**src/rtl/fmt_sink.sv**
```systemverilog
// Formatter-side packet sink: grants on buffer space, checks framing, commits good
// packets atomically to a FIFO and streams them out with channel id and last flag.
module fmt_sink #(
    parameter int unsigned DEPTH     = 64,
    parameter int unsigned START_TO  = 4,
    parameter int unsigned CNT_WIDTH = 16
) (
    input  logic                 clk_i,
    input  logic                 rst_i,
    input  logic                 fmt_req_i,
    input  logic [1:0]           fmt_chid_i,
    input  logic [5:0]           fmt_length_i,
    input  logic [31:0]          fmt_data_i,
    input  logic                 fmt_start_i,
    input  logic                 fmt_end_i,
    output logic                 fmt_grant_o,
    output logic                 out_vld_o,
    input  logic                 out_rdy_i,
    output logic [31:0]          out_data_o,
    output logic [1:0]           out_chid_o,
    output logic                 out_last_o,
    output logic [CNT_WIDTH-1:0] pkt_cnt0_o,
    output logic [CNT_WIDTH-1:0] pkt_cnt1_o,
    output logic [CNT_WIDTH-1:0] pkt_cnt2_o,
    output logic                 err_o,
    output logic [2:0]           err_code_o,
    input  logic                 err_clr_i
);
    localparam int unsigned AW = $clog2(DEPTH);
    localparam int unsigned PW = AW + 1;
    localparam int unsigned TW = $clog2(START_TO) + 1;
    localparam int unsigned EW = 35;

    typedef enum logic [1:0] {IDLE, GRANT, WAIT_START, RECV} state_t;
    state_t state, state_nxt;

    logic [EW-1:0] mem [DEPTH];
    logic [EW-1:0] rd_word;
    logic [PW-1:0] rd_ptr, wr_ptr, cm_ptr, used, free;
    logic [1:0]    chid_q;
    logic [5:0]    len_q, last_idx, k_q, k_cur, k_nxt;
    logic          hdr_bad_q;
    logic [TW-1:0] to_cnt;
    logic          accept, wr_en, wr_last, commit, rollback, err_ev, rd_en;
    logic [2:0]    err_ev_code;

    assign used     = wr_ptr - rd_ptr;
    assign free     = PW'(DEPTH) - used;
    assign last_idx = len_q - 6'd1;
    assign k_cur    = (state == RECV) ? k_q : 6'd0;

    // Next state and per-word framing rules; a start in WAIT_START is word 0.
    always_comb begin
        state_nxt   = state;
        accept      = 1'b0;
        wr_en       = 1'b0;
        wr_last     = 1'b0;
        commit      = 1'b0;
        rollback    = 1'b0;
        err_ev      = 1'b0;
        err_ev_code = 3'd0;
        k_nxt       = k_q;
        case (state)
            IDLE: begin
                if (fmt_req_i && (32'(free) >= 32'(fmt_length_i))) begin
                    accept    = 1'b1;
                    state_nxt = GRANT;
                end
            end
            GRANT: state_nxt = WAIT_START;
            WAIT_START, RECV: begin
                if ((state == WAIT_START) && !fmt_start_i) begin
                    if (to_cnt == TW'(START_TO - 1)) begin
                        err_ev      = 1'b1;
                        err_ev_code = 3'd3;
                        state_nxt   = IDLE;
                    end
                end else begin
                    wr_en     = 1'b1;
                    state_nxt = RECV;
                    k_nxt     = k_cur + 6'd1;
                    if (fmt_end_i && (k_cur < last_idx)) begin
                        err_ev_code = 3'd1;
                    end else if (fmt_start_i && (k_cur != 6'd0)) begin
                        err_ev_code = 3'd4;
                    end else if ((k_cur == last_idx) && !fmt_end_i) begin
                        err_ev_code = 3'd2;
                    end else if ((k_cur == last_idx) && hdr_bad_q) begin
                        err_ev_code = 3'd5;
                    end else if (k_cur == last_idx) begin
                        wr_last   = 1'b1;
                        commit    = 1'b1;
                        state_nxt = IDLE;
                    end
                    if (err_ev_code != 3'd0) begin
                        err_ev    = 1'b1;
                        rollback  = 1'b1;
                        state_nxt = IDLE;
                    end
                end
            end
            default: state_nxt = IDLE;
        endcase
    end

    always_ff @(posedge clk_i) begin
        if (rst_i) state <= IDLE;
        else       state <= state_nxt;
    end

    // Buffer storage is not reset; visibility is gated by the pointers.
    always_ff @(posedge clk_i) begin
        if (wr_en) mem[wr_ptr[AW-1:0]] <= {chid_q, wr_last, fmt_data_i};
    end

    assign rd_en = out_vld_o && out_rdy_i;

    always_ff @(posedge clk_i) begin
        if (rst_i) begin
            fmt_grant_o <= 1'b0;
            chid_q      <= 2'd0;
            len_q       <= 6'd0;
            hdr_bad_q   <= 1'b0;
            k_q         <= 6'd0;
            to_cnt      <= '0;
            rd_ptr      <= '0;
            wr_ptr      <= '0;
            cm_ptr      <= '0;
            pkt_cnt0_o  <= '0;
            pkt_cnt1_o  <= '0;
            pkt_cnt2_o  <= '0;
            err_o       <= 1'b0;
            err_code_o  <= 3'd0;
        end else begin
            fmt_grant_o <= accept;
            if (accept) begin
                chid_q    <= fmt_chid_i;
                len_q     <= fmt_length_i;
                hdr_bad_q <= (fmt_chid_i == 2'd3) || (fmt_length_i == 6'd0);
            end
            k_q <= k_nxt;
            if (state == GRANT)           to_cnt <= '0;
            else if (state == WAIT_START) to_cnt <= to_cnt + TW'(1);
            if (rd_en) rd_ptr <= rd_ptr + PW'(1);
            if (rollback)   wr_ptr <= cm_ptr;
            else if (wr_en) wr_ptr <= wr_ptr + PW'(1);
            if (commit) begin
                cm_ptr <= wr_ptr + PW'(1);
                case (chid_q)
                    2'd0:    pkt_cnt0_o <= pkt_cnt0_o + CNT_WIDTH'(1);
                    2'd1:    pkt_cnt1_o <= pkt_cnt1_o + CNT_WIDTH'(1);
                    2'd2:    pkt_cnt2_o <= pkt_cnt2_o + CNT_WIDTH'(1);
                    default: ;
                endcase
            end
            // An error event in the same cycle outranks a clear.
            if (err_ev) begin
                err_o      <= 1'b1;
                err_code_o <= err_ev_code;
            end else if (err_clr_i) begin
                err_o      <= 1'b0;
                err_code_o <= 3'd0;
            end
        end
    end

    assign rd_word   = mem[rd_ptr[AW-1:0]];
    assign out_vld_o = (rd_ptr != cm_ptr);
    assign {out_chid_o, out_last_o, out_data_o} = out_vld_o ? rd_word : '0;

endmodule

```
**config.mk**
```make
export PLATFORM = sky130hd
export DESIGN_NAME = fmt_sink
export DESIGN_NICKNAME = d
export VERILOG_FILES = /design/src/rtl/fmt_sink.sv
export SDC_FILE = /design/constraint.sdc
export NUM_CORES = 2
export LEC_CHECK = 0
export CAP_MARGIN = 20
export CORE_MARGIN = 10
export CORE_UTILIZATION = 62
export DETAILED_ROUTE_END_ITERATION = 8
export HOLD_SLACK_MARGIN = 0.06
export PLACE_DENSITY = 0.8
export SLEW_MARGIN = 25
export SYNTH_ARGS = -nofsm -noshare
export SYNTH_HDL_FRONTEND = slang
export SYNTH_SLANG_ARGS = --single-unit
```
**constraint.sdc**
```tcl
create_clock -name clk_i -period 9.6 [get_ports clk_i]
set_clock_uncertainty 0.15 [all_clocks]
set_input_delay 2.88 -clock clk_i [delete_from_list [all_inputs] [get_ports clk_i]]
set_output_delay 2.88 -clock clk_i [all_outputs]
set_load 0.02 [all_outputs]
```
=== Yosys cells after proc, flatten, opt, wreduce, memory -nomap -nowiden ===
Memories as Yosys holds them, arrays and structs flattened. A register that Yosys moved wholly into a read port is not among the register bits.
Cells that the tools add are included.
Widths: inputs -> output; s select.

* Bits in registers: 94
* Memory bits (writable): 2,240
* Input bits: 47
* Output and inout bits: 89
* Memories: 1

* $add $sub $neg: 10
* Magnitude comparators: 2
* Equality and inequality tests: 11
* Muxes and demuxes: 48
* Bitwise logic cells: 1
* Reductions and logical operators: 24

{| class="wikitable"
|+ Memory list
! name !! depth !! bits a word !! rd ports !! clocked after memory_dff !! wr ports !! RTL line !! text
|-
| mem || 64 || 35 || 1 || 1 || 1 || 37 || <nowiki>logic [EW-1:0] mem [DEPTH];</nowiki>
|}

{| class="wikitable"
|+ Operator list
! kind !! number
|-
| $add 16x1->16 const B || 3
|-
| $mux 35 || 1
|-
| $mux 3 || 10
|-
| $mux 1 || 21
|-
| $mux 2 || 10
|-
| $mux 6 || 3
|-
| $add 7x1->7 const B || 2
|-
| $mux 7 || 2
|-
| $reduce_and 2->1 || 5
|-
| $eq 2x2->1 const B || 4
|-
| $ge 7x6->1 || 1
|-
| $logic_and 1x1->1 || 7
|-
| $ne 7x7->1 || 1
|-
| $sub 7x7->7 || 1
|-
| $sub 7x7->7 const A || 1
|-
| $add 6x1->6 const B || 1
|-
| $eq 6x6->1 || 1
|-
| $logic_not 6->1 || 1
|-
| $lt 6x6->1 || 1
|-
| $pmux 2 s3 || 1
|-
| $reduce_bool 6->1 || 1
|-
| $sub 6x1->6 const B || 1
|-
| $eq 2x1->1 const B || 2
|-
| $logic_not 2->1 || 2
|-
| 10 further kinds || 13
|}

=== Longest topological paths before layout ===
* Word-level depth: 15
* Depth in mapped cells: 16
* Gate-level depth less buffers: 15

=== Worst setup path after synthesis ===
No wires, ideal clock.

* Kind: in2reg
* Start point: in fmt_start_i
* End point: mem mem[57][0] (enable)
* Library setup time: 0.427 ns
* Arrival time: 5.380 ns
* Required time: 9.023 ns
* Path slack: 3.643 ns
* Cell stages on the path: 6
* Path buffers: 2
* Cell sequence: nor2_1 > nor2b_1 > clkbuf_1 > buf_1 > nand3_1 > nor2_1

* Longest elaborated chain between the ends: 6

{| class="wikitable"
|+ Ends and longest elaborated chain
! element !! RTL line !! text
|-
| from (decl) || 14 || <nowiki>input logic fmt_start_i,</nowiki>
|-
| $logic_not 1->1 || 72 || <nowiki>if ((state == WAIT_START) && !fmt_start_i) begin</nowiki>
|-
| $logic_and 1x1->1 || 72 ||
|-
| $mux 1 || 72 ||
|-
| $mux 1 || 63 || <nowiki>case (state)</nowiki>
|-
| $mux 1 || 113 || <nowiki>if (wr_en) mem[wr_ptr[AW-1:0]] <= {chid_q, wr_last, fmt_data_i};</nowiki>
|-
| $mux 1 (not written as such) || 113 ||
|-
| to (decl) || 37 ||
|}

No other way between the ends.

==> results.sh <==
export IMPL_cts_root_buf="clkbuf_16"
export IMPL_cp_depth=6
export IMPL_grt_max_degree=137
export IMPL_cp_end_kind="output pin"
export IMPL_p_total_mw=20.62
export IMPL_ys_ff_latch=2340
export IMPL_worstSkewPairLatency_ps=860
export IMPL_synth_cell_type_count=72
export IMPL_synthSimpleGateAreaFrac_pct=2.566
export IMPL_synth_cells=4245
export IMPL_fillers=7889
export IMPL_cp_cell_sequence="buf_4, nor2b_1, a21oi_1, a31oi_1, and3_1, clkdlybuf4s50_1"
export IMPL_yosys_area_top_type="edfxtp_1"
export IMPL_max_freq_mhz=120.4
export IMPL_synthFlopType="edfxtp_1"
export IMPL_place_hpwl_um=130600
export IMPL_h_tree_depth=4
export IMPL_worst_hold_slack_ps=326.4
export IMPL_reg2reg_to="mem[14][32]$_DFFE_PP_"
export IMPL_floorplan_io_pins=136
export IMPL_grt_total_usage_pct=31.93
export IMPL_num_rows=140
export IMPL_mappedNetlistNets=4326
export IMPL_dr_pass1_iters=8
export IMPL_synth_edff_count=2240
export IMPL_wire_per_inst_um=39.22
export IMPL_cp_top_family="buffers and inverters"
export IMPL_cp_data_arrival_time_ps=5270
export IMPL_vias=48652
export IMPL_dpl_cell_area_um2=95410
export IMPL_rsz0062_at_grt="no"
export IMPL_startpoint_type="flop"
export IMPL_final_layout_size_suffix_gt1_share_pct=25.44
export IMPL_use_met1_pct=40.39
export IMPL_slew_violations=0
export IMPL_gp_congestion=0.8466
export IMPL_crit_buf_inv=2
export IMPL_multi_input_comb_area_um2=21160
export IMPL_routed_wl_um=258800
export IMPL_endpoint="out_data_o[8]"
export IMPL_avgSynthCellArea_um2=21.49
export IMPL_synth_most_common_cell="edfxtp_1"
export IMPL_synth_top_area_share_pct=73.73
export IMPL_yosys_area_share_xor_xnor_pct=0.3552
export IMPL_vias_per_cell=7.374
export IMPL_finish_utilization_pct=70.40
export IMPL_antenna_found_initial=10
export IMPL_grt_use_met2_pct=50.87
export IMPL_clock_path_buffers=3
export IMPL_grt_pass1_wl_um=368500
export IMPL_crit_required_ps=6570
export IMPL_setup_violations=0
export IMPL_slowest_stage="buf_4"
export IMPL_slowest_delay_ps=810
export IMPL_cap_violations=0
export IMPL_r2r_start="state[1]$_SDFFE_PP0P_"
export IMPL_vdd_drop_max_mv=0.1638
export IMPL_cts_hold_buf=0
export IMPL_cts_sinks=2340
export IMPL_hold_viol_final=0
export IMPL_dieWidth_um=403.6
export IMPL_die_h_um=403.6
export IMPL_start_util_pct=62.52
export IMPL_muxShareOfSynthArea_pct=16.83
export IMPL_cts_setup_buffers=0
export IMPL_worstPathMaxFanout=62
export IMPL_drc=0
export IMPL_setup_slack_ps=1297
export IMPL_path_class="reg -> out"
export IMPL_grt_use_met3_pct=8.590
export IMPL_die_area_um2=162900
export IMPL_hp_class="reg -> reg"
export IMPL_grt_pass1_vias=49514
export IMPL_synth_area_top_cells="edfxtp_1, mux4_2, dfxtp_1"
export IMPL_synth_top_cells_by_count="edfxtp_1, mux4_2, mux2i_1"
export IMPL_synth_fa_ha_area_share_pct=0.4745
export IMPL_netlist_area_um2=91230
export IMPL_ff_latch_area_um2=69290
export IMPL_timing_final_crit_period_ps=8303
export IMPL_io_buffers=135
export IMPL_cts_tree="done"
export IMPL_async_reset_ff_share_pct=0
export IMPL_yosysSeqAreaShare_pct=75.93
export IMPL_p_leak_nw=31.02
export IMPL_nets=4570
export IMPL_grt_busiest_layer="met2"
export IMPL_cts_resized=0
export IMPL_slew_headroom_pct=22.32
export IMPL_status="finished clean"
export IMPL_cts_buffers=215
export IMPL_core_area_um2=145900
export IMPL_overflow=0
export IMPL_drt_first_iter_violations=8110
export IMPL_placedCellCount=6188
export IMPL_layout_area_overhead_vs_synth_pct=12.61
export IMPL_preCtsSetupSlack_ps=2233
export IMPL_fin_area_um2=102700
export IMPL_synth_compound_area_share_pct=2.433
export IMPL_p_per_area_nw_per_um2=200.8
export IMPL_synth_warnings=0
export IMPL_rr_worst_depth=9
export IMPL_synth_top_family_by_area="multiplexers"
export IMPL_timing_final_crit_share_pct=86.49
export IMPL_tightest_slew_ps=1162
export IMPL_fin_setup_tns_ps=0
export IMPL_final_cell_count_no_fill=6598
export IMPL_clk_pin_slew_ps=60
export IMPL_r2r_setup_slack_ps=5120
export IMPL_drtAntennaViolNets=0
## layout by cell type, fill, tap and decap left out, drive strengths merged, types with 7 or more instances in the layout
cell and count:
a211oi 63, or4 10, o22ai 44, clkinvlp 9, buf 157, or3 20, nand2b 13, clkinv 101
o221ai 11, nor2b 39, a21o 7, nand2 92, ha 33, mux4 615, mux2i 137, o21ai 40
a21oi 83, inv 46, mux2 12, clkdlybuf4s50 102, and4 10, o31ai 11, and3 15, xnor2 28
clkbuf 257, nand3 58, nor3 17, dfxtp 100, nor2 134, a22oi 29, bufinv 31, xor2 9
and2 8, or2 17, edfxtp 2240, nand4 16
## cell type report
type | count | share of cell area [%]
antenna | 4 | 0.009744
clock buffer | 257 | 5.452
clock inverter | 148 | 1.565
inverter | 39 | 0.1462
multi-input combinational | 1634 | 20.59
sequential | 2340 | 67.45
tap | 1917 | 2.335
timing repair buffer | 259 | 2.451
## cells by family (layout without fill, tap and decap cells)
group	after synthesis	count (layout)
DFF	2340	2340
muxes	764	764
and+or+nand+nor	468	468
AOI/OAI and AO/OA	331	331
buffers and inverters	271	703
xor gates and xnor gates	37	37
adders and majority gates	34	34
other	0	4
## worst reg2reg max path, cell delays in order, from the launching register on
cell and delay [ps]:
dfxtp_1 680, and2_1 280, nand2_1 90, inv_1 80, ha_1 230, nor2b_1 130, o21ai_0 200, a21o_1 650
a2111o_1 560, clkinv_2 810
## sequential cells by signal, summed over array words and instances (netlist names), named ones only
name / cells
chid_q: 2
cm_ptr: 7
err_code_o: 3
err_o: 1
fmt_grant_o: 1
hdr_bad_q: 1
k_q: 6
len_q: 6
mem: 2240
pkt_cnt0_o: 16
pkt_cnt1_o: 16
pkt_cnt2_o: 16
rd_ptr: 7
state: 2
to_cnt: 3
wr_ptr: 7
## report_power, final
group	leakage [nW]	switching, mW	internal, mW
Clock	3.51	3.83	5.00
Combinational	6.49	0.370	0.143
Sequential	21.0	0.0352	11.2
## worst min path at each step
stage	from	endpoint	slack [ps]	depth (start not counted)
after global routing	len_q[1]$_SDFFE_PP0P_	len_q[1]$_SDFFE_PP0P_	360	2
after global placement	k_q[1]$_SDFFE_PP0P_	k_q[1]$_SDFFE_PP0P_	310	2
after floorplan	k_q[1]$_SDFFE_PP0P_	k_q[1]$_SDFFE_PP0P_	300	2
after detailed placement	len_q[5]$_SDFFE_PP0P_	len_q[5]$_SDFFE_PP0P_	320	2
final	len_q[5]$_SDFFE_PP0P_	len_q[5]$_SDFFE_PP0P_	330	2
after CTS	len_q[5]$_SDFFE_PP0P_	len_q[5]$_SDFFE_PP0P_	330	2
## metal layers
| layer | vias up | share of wire (%) |
|---|---|---|
| met5 | - | 0.036 |
| met3 | 984 | 13 |
| met2 | 4453 | 48 |
| met1 | 24865 | 32 |
| li1 | 18338 | - |
| met4 | 12 | 6.5 |
(Power assumes the default switching activity.)
